### src/rtl/ace_snoop_buffer.sv
// ACE snoop path buffer: AC/CR/CD FIFOs with an in-flight snoop limiter.
// Optional CD framing checker enabled by ACE_SNOOP_BUF_CD_CHECK_EN.

module ace_snoop_buffer_fifo #(
    parameter int W     = 8,
    parameter int DEPTH = 4
) (
    input  logic         clk,
    input  logic         rst,
    input  logic         en,
    input  logic         in_valid,
    output logic         in_ready,
    input  logic [W-1:0] in_data,
    output logic         out_valid,
    input  logic         out_ready,
    output logic [W-1:0] out_data
);
    localparam int AW = $clog2(DEPTH);
    localparam logic [AW:0] ONE = 1;

    logic [AW:0]  wptr;
    logic [AW:0]  rptr;
    logic [W-1:0] mem [DEPTH];
    logic         full;
    logic         empty;
    logic         push;
    logic         pop;

    assign full  = (wptr[AW-1:0] == rptr[AW-1:0]) && (wptr[AW] != rptr[AW]);
    assign empty = (wptr == rptr);
    assign in_ready  = en & ~full;
    assign out_valid = ~empty;
    assign out_data  = mem[rptr[AW-1:0]];
    assign push = in_valid & in_ready;
    assign pop  = out_valid & out_ready;

    // Storage write and pointer advance; reset clears contents so outputs read 0.
    always_ff @(posedge clk or posedge rst) begin
        if (rst) begin
            wptr <= '0;
            rptr <= '0;
            for (int i = 0; i < DEPTH; i++) begin
                mem[i] <= '0;
            end
        end else begin
            if (push) begin
                mem[wptr[AW-1:0]] <= in_data;
                wptr <= wptr + ONE;
            end
            if (pop) begin
                rptr <= rptr + ONE;
            end
        end
    end
endmodule

module ace_snoop_buffer #(
    parameter int ACE_AXADDR_WIDTH = 32,
    parameter int ACE_XDATA_WIDTH  = 256,
    parameter int AC_DEPTH         = 4,
    parameter int CR_DEPTH         = 4,
    parameter int CD_DEPTH         = 8,
    parameter int MAX_OUTSTANDING  = 4,
    parameter int CD_BEATS         = 2
) (
    input  logic                        clk,
    input  logic                        rst,
    input  logic                        up_acvalid,
    output logic                        up_acready,
    input  logic [ACE_AXADDR_WIDTH-1:0] up_acaddr,
    input  logic [3:0]                  up_acsnoop,
    input  logic [2:0]                  up_acprot,
    output logic                        dn_acvalid,
    input  logic                        dn_acready,
    output logic [ACE_AXADDR_WIDTH-1:0] dn_acaddr,
    output logic [3:0]                  dn_acsnoop,
    output logic [2:0]                  dn_acprot,
    input  logic                        dn_crvalid,
    output logic                        dn_crready,
    input  logic [4:0]                  dn_crresp,
    output logic                        up_crvalid,
    input  logic                        up_crready,
    output logic [4:0]                  up_crresp,
    input  logic                        dn_cdvalid,
    output logic                        dn_cdready,
    input  logic [ACE_XDATA_WIDTH-1:0]  dn_cddata,
    input  logic                        dn_cdlast,
    output logic                        up_cdvalid,
    input  logic                        up_cdready,
    output logic [ACE_XDATA_WIDTH-1:0]  up_cddata,
    output logic                        up_cdlast,
    output logic                        proto_err
);
    localparam int ACW = ACE_AXADDR_WIDTH + 7;
    localparam int CDW = ACE_XDATA_WIDTH + 1;
    localparam int OW  = $clog2(MAX_OUTSTANDING + 1);
    localparam logic [OW-1:0] OMAX  = OW'(MAX_OUTSTANDING);
    localparam logic [OW-1:0] O_ONE = 1;

    logic          rdy_en;
    logic [OW-1:0] outst;
    logic          outst_ok;
    logic          ac_in_ready;
    logic          ac_hs;
    logic          cr_hs;
    logic          outst_udf;
    logic [ACW-1:0] ac_out;

    // Readies stay low until the first edge after reset is released.
    always_ff @(posedge clk or posedge rst) begin
        if (rst) rdy_en <= 1'b0;
        else     rdy_en <= 1'b1;
    end

    assign outst_ok   = (outst != OMAX);
    assign up_acready = ac_in_ready & outst_ok;
    assign ac_hs      = up_acvalid & up_acready;
    assign cr_hs      = up_crvalid & up_crready;
    assign outst_udf  = cr_hs & ~ac_hs & (outst == '0);

    // In-flight snoop count, saturating at zero on a stray response.
    always_ff @(posedge clk or posedge rst) begin
        if (rst) begin
            outst <= '0;
        end else if (ac_hs && !cr_hs) begin
            outst <= outst + O_ONE;
        end else if (!ac_hs && cr_hs && outst != '0) begin
            outst <= outst - O_ONE;
        end
    end

    ace_snoop_buffer_fifo #(.W(ACW), .DEPTH(AC_DEPTH)) u_ac (
        .clk       (clk),
        .rst       (rst),
        .en        (rdy_en),
        .in_valid  (up_acvalid & outst_ok),
        .in_ready  (ac_in_ready),
        .in_data   ({up_acaddr, up_acsnoop, up_acprot}),
        .out_valid (dn_acvalid),
        .out_ready (dn_acready),
        .out_data  (ac_out)
    );

    assign dn_acaddr  = ac_out[ACW-1:7];
    assign dn_acsnoop = ac_out[6:3];
    assign dn_acprot  = ac_out[2:0];

    ace_snoop_buffer_fifo #(.W(5), .DEPTH(CR_DEPTH)) u_cr (
        .clk       (clk),
        .rst       (rst),
        .en        (rdy_en),
        .in_valid  (dn_crvalid),
        .in_ready  (dn_crready),
        .in_data   (dn_crresp),
        .out_valid (up_crvalid),
        .out_ready (up_crready),
        .out_data  (up_crresp)
    );

    ace_snoop_buffer_fifo #(.W(CDW), .DEPTH(CD_DEPTH)) u_cd (
        .clk       (clk),
        .rst       (rst),
        .en        (rdy_en),
        .in_valid  (dn_cdvalid),
        .in_ready  (dn_cdready),
        .in_data   ({dn_cddata, dn_cdlast}),
        .out_valid (up_cdvalid),
        .out_ready (up_cdready),
        .out_data  ({up_cddata, up_cdlast})
    );

`ifdef ACE_SNOOP_BUF_CD_CHECK_EN
    localparam int EW = OW + 1;
    localparam int BW = (CD_BEATS > 1) ? $clog2(CD_BEATS) : 1;
    localparam logic [BW-1:0] BLAST = BW'(CD_BEATS - 1);
    localparam logic [BW-1:0] B_ONE = 1;
    localparam logic [EW-1:0] E_ONE = 1;

    logic [EW-1:0] expect_cnt;
    logic [BW-1:0] beat;
    logic          cd_hs;
    logic          dt_hs;
    logic          frame_err;
    logic          err_now;

    assign cd_hs = dn_cdvalid & dn_cdready;
    assign dt_hs = dn_crvalid & dn_crready & dn_crresp[0];
    assign frame_err = cd_hs & (dn_cdlast ? (beat != BLAST) : (beat == BLAST));
    assign err_now = frame_err | outst_udf
                   | (cd_hs & dn_cdlast & (expect_cnt == '0) & ~dt_hs);

    // Track expected bursts and beat position; latch any framing error.
    always_ff @(posedge clk or posedge rst) begin
        if (rst) begin
            expect_cnt <= '0;
            beat       <= '0;
            proto_err  <= 1'b0;
        end else begin
            if (dt_hs && !(cd_hs && dn_cdlast)) begin
                expect_cnt <= expect_cnt + E_ONE;
            end else if (!dt_hs && cd_hs && dn_cdlast && expect_cnt != '0) begin
                expect_cnt <= expect_cnt - E_ONE;
            end
            if (cd_hs) begin
                if (dn_cdlast || beat == BLAST) beat <= '0;
                else                            beat <= beat + B_ONE;
            end
            if (err_now) proto_err <= 1'b1;
        end
    end
`else
    logic unused_udf;
    assign unused_udf = outst_udf;
    assign proto_err  = 1'b0;
`endif
endmodule
### config.mk
export PLATFORM = sky130hd
export DESIGN_NAME = ace_snoop_buffer
export DESIGN_NICKNAME = d
export VERILOG_FILES = /design/src/rtl/ace_snoop_buffer.sv
export SDC_FILE = /design/constraint.sdc
export NUM_CORES = 2
export LEC_CHECK = 0
export ABC_AREA = 0
export BUFFER_PORTS_ARGS = -buffer_cell sky130_fd_sc_hd__buf_2
export CAP_MARGIN = 10
export CORE_MARGIN = 1
export CORE_UTILIZATION = 51
export CTS_CLUSTER_SIZE = 20
export DETAILED_ROUTE_END_ITERATION = 10
export GPL_ROUTABILITY_DRIVEN = 1
export HOLD_SLACK_MARGIN = 0.05
export PLACE_DENSITY = 0.72
export SLEW_MARGIN = 20
export SYNTH_ARGS = -nofsm -noshare
export SYNTH_HDL_FRONTEND = slang
export SYNTH_SLANG_ARGS = --single-unit
### constraint.sdc
create_clock -name clk -period 94.2 [get_ports clk]
set_input_delay 4.71 -clock clk [delete_from_list [all_inputs] [get_ports clk]]
set_output_delay 4.71 -clock clk [all_outputs]
set_load 0.03 [all_outputs]
==> metrics.json <==
{
  "setup_path": {
    "critical_path_arrival_ps": 5700,
    "worst_path_largest_cell_delay_ps": 850,
    "critPathBufInv": 5,
    "crit_family": "buffers and inverters",
    "crit_path_top_delay_cell": "sky130_fd_sc_hd__buf_4",
    "crit_path_start_kind": "flip-flop",
    "worst_path_most_repeated_cell": "sky130_fd_sc_hd__buf_4",
    "critPathKind": "flip-flop to primary output",
    "critical_path.cell_chain": "buf_4 -> buf_4 -> buf_4 -> buf_12 -> mux4_2 -> mux2_2 -> buf_2",
    "crit_required_ps": 89490,
    "cp_max_fanout": 106,
    "nature_of_the_critical_path_endpoint": "primary output"
  },
  "clock_network": {
    "holdBufCountCts": 0,
    "ctsHtreeMaxLevel": 4,
    "postCtsSetupRepairBufs": 0,
    "clkTransAtPathRegs_ps": 60,
    "cts.sink_count": 2256,
    "cts_repair_resize_count": 0,
    "clock_path_buffers": 3,
    "ctsRootBufferMaster": "sky130_fd_sc_hd__clkbuf_16",
    "cts-buffers-inserted": 228,
    "cts_tree": "built",
    "worst_skew_pair.late_latency_ps": 890
  },
  "synthesis": {
    "synth.lib_cells_used.distinct": 40,
    "ys_warn_count": 0,
    "synth.net_count": 6146,
    "synth.area.top_cells": "sky130_fd_sc_hd__dfrtp_1 (56%), sky130_fd_sc_hd__mux2_2 (20%), sky130_fd_sc_hd__mux4_2 (13%)",
    "most_common_cell_in_the_synthesized_netlist": "sky130_fd_sc_hd__dfrtp_1",
    "synth_top_area_share_pct": 56.3,
    "synth_edf_count": 0,
    "synth_area_per_cell_um2": 17.2,
    "synth_seq_cells": 2256,
    "synth_top_flop_cell": "sky130_fd_sc_hd__dfrtp_1",
    "post_synth_instance_area_um2": 100000,
    "ys_async_sr_fraction_pct": 100,
    "synth_top_area_cell": "sky130_fd_sc_hd__dfrtp_1",
    "synth-seq-area-share_pct": 56.3,
    "number_of_instances_in_the_synthesized_netlist": 5824,
    "synth_common_cells": "sky130_fd_sc_hd__dfrtp_1 (2256), sky130_fd_sc_hd__mux2_2 (1767), sky130_fd_sc_hd__mux2_1 (727), sky130_fd_sc_hd__mux4_2 (558), sky130_fd_sc_hd__buf_2 (128)"
  },
  "drt": {
    "route.antenna.remaining_nets": 0,
    "iter_0_drt_violations": 2790,
    "drt-pass1-iter-count": 5,
    "final_routed_drc_violation_total": 0,
    "wl_per_cell_um": 24.7,
    "num_vias": 53900,
    "post_drt_via_cell_ratio": 5.86,
    "routed_wire_length_mm": 227
  },
  "sta": {
    "max-slew-margin-rel_pct": 20.9,
    "setup_tns_ps": 0,
    "worstMarginPinSlew_ps": 1190,
    "setup_viol": 0,
    "drv_slew": 0,
    "finalWorstSetupSlack_ps": 83790,
    "final.period_utilization_pct": 11.1,
    "rsz0062_at_grt": "no",
    "skew_ps": 31.3,
    "min_period_ps": 10410,
    "clock.fmax_mhz": 96.0,
    "hold_viol": 0
  },
  "die": {
    "fp-row-count": 162,
    "design.die.area_um2": 198000,
    "die_width_um": 445,
    "placeableCoreArea_um2": 195000,
    "start_util_pct": 51.4,
    "chipHeight_um": 445,
    "num_io_pins": 617
  },
  "pwr": {
    "pwr_density_cell_nw_per_um2": 39.6,
    "peakVddDrop_uv": 30.5,
    "static-leakage-power_nw": 50.4
  },
  "placement": {
    "dpl.cell_count": 8747,
    "setup_slack_at_placement_ps": 82820,
    "hpwl_mm": 131,
    "portBuffers": 615,
    "finalWeightedCongestion": 0.767
  },
  "worst_hold_path": {
    "worst_hold_path_type": "flip-flop to flip-flop"
  },
  "grt": {
    "grt_first_pass_wirelength_mm": 355,
    "number_of_antenna_violations_at_the_first_check_in_global_routing": 88,
    "global_route.overflow_total": 0,
    "grt_start_max_net_pins": 179,
    "via_count_of_the_first_global_routing_pass": 58700,
    "grt_usage_pct": 23.1
  },
  "final_layout": {
    "fin_cells": 9203,
    "drive_above_1_share_pct": 52.3,
    "num-fill-cells": 14900,
    "finish.net_count": 6676,
    "syn2layout_area_growth_pct": 13.0
  },
  "job": {
    "max_cap_viol_count": 0
  },
  "status": {
    "status": "finished, final reports clean"
  }
}
## worst register-to-register path, delay by kind of cell (launching register included)
kind / cells / cell delay, ps
flops: 1 / 1000
xor+xnor: 1 / 310
simple gates: 2 / 1560
compound gates: 1 / 410
buf+inv: 4 / 2720
mux: 1 / 450
## logic make-up (layout without fill, tap and decap cells)
family                     after synthesis  after routing  share of synthesized area [%]
xor gates and xnor gates                28             28                          0.245
other                                    2             41                        0.00749
muxes                                 3052           3052                           40.6
DFF                                   2256           2256                           56.3
buffers and inverters                  411           1127                           2.28
AOI/OAI and AO/OA                       17             17                          0.134
adders and majority gates               13             13                          0.170
and+or+nand+nor                         45             45                          0.252
## routing by layer
metal	vias to the layer above	wire, um	GRT usage (%)
met2	1008	113000	38.2
li1	23000	-	-
met1	29400	96300	30.5
met4	54	6870	8.22
met5	-	338	0
met3	416	10700	4.79
## power by group
group | internal [mW] | switching (mW) | total, mW
Clock | 0.542 | 0.384 | 0.926
Sequential | 1.44 | 0.245 | 1.69
Combinational | 0.944 | 0.929 | 1.87
## final cells by class
cell class	count	area (um2)	share of cell area [%]
clock buffers	348	6930	6.12
inverters	6	35.0	0.0309
repair buffers	705	3960	3.49
multi-input cells	3157	41500	36.7
clock inverters	68	925	0.817
well taps	2624	3280	2.90
flip-flops and latches	2256	56500	49.9
diodes	39	97.6	0.0862
## metrics by stage
| step | hold slack (ps) | power (mW) | cell area (um2) | utilization [%] |
|---|---|---|---|---|
| after floorplan | 452 | 3.11 | 100000 | - |
| final | 480 | 4.49 | 113000 | 58.1 |
| after CTS | 482 | 4.53 | 113000 | 58.0 |
| after detailed placement | 469 | 3.59 | 105000 | 54.0 |
| after global routing | 491 | 4.72 | 113000 | 58.0 |
| after global placement | 462 | 3.52 | 105000 | 53.9 |
## path summary, 6_finish.rpt
| kind | startpoint | endpoint | slack [ps] | cells after the start |
|---|---|---|---|---|
| max | u_cd.rptr[0]$_DFFE_PP0P_ | up_cddata[17] | 83790 | 7 |
| min | u_cd.mem[423]$_DFFE_PP0P_ | u_cd.mem[423]$_DFFE_PP0P_ | 480 | 1 |
| max reg2reg | u_cd.rptr[2]$_DFFE_PP0P_ | u_cd.mem[1328]$_DFFE_PP0P_ | 87650 | 9 |
| min reg2reg | u_cd.mem[423]$_DFFE_PP0P_ | u_cd.mem[423]$_DFFE_PP0P_ | 480 | 1 |
| max in group asynchronous | rst | u_ac.mem[120]$_DFFE_PP0P_ | 84260 | 9 |
| min in group asynchronous | rst | u_cd.mem[786]$_DFFE_PP0P_ | 3980 | 2 |
## flip-flops by register name, indices dropped and copies added (netlist names)
name and count:
outst 3, rdy_en 1, u_ac.mem 156, u_ac.rptr 3, u_ac.wptr 3, u_cd.mem 2056
u_cd.rptr 4, u_cd.wptr 4, u_cr.mem 20, u_cr.rptr 3, u_cr.wptr 3
## cells in the final DEF, fill, tap and decap left out, drive strengths merged
master,synthesis,routed
mux4,558,558
inv,6,9
nand4b,2,2
or3,1,1
a211o,1,1
o31ai,2,2
dfrtp,2256,2256
and2,2,2
nand4,1,1
ha,12,12
clkinvlp,0,1
a31oi,4,4
nand3b,3,3
nor2,8,8
xor2,8,8
nor2b,1,1
mux2,2494,2494
clkinv,0,51
a41oi,2,2
conb,2,2
o21ai,4,4
bufinv,0,13
buf,284,705
a311oi,1,1
nor3b,2,2
a211oi,2,2
nand3,4,4
clkbuf,121,348
xnor2,20,20
a21oi,1,1
diode,0,39
nor3,1,1
nand2,20,20
fa,1,1
Note: power is estimated with default switching activity, not from simulation.
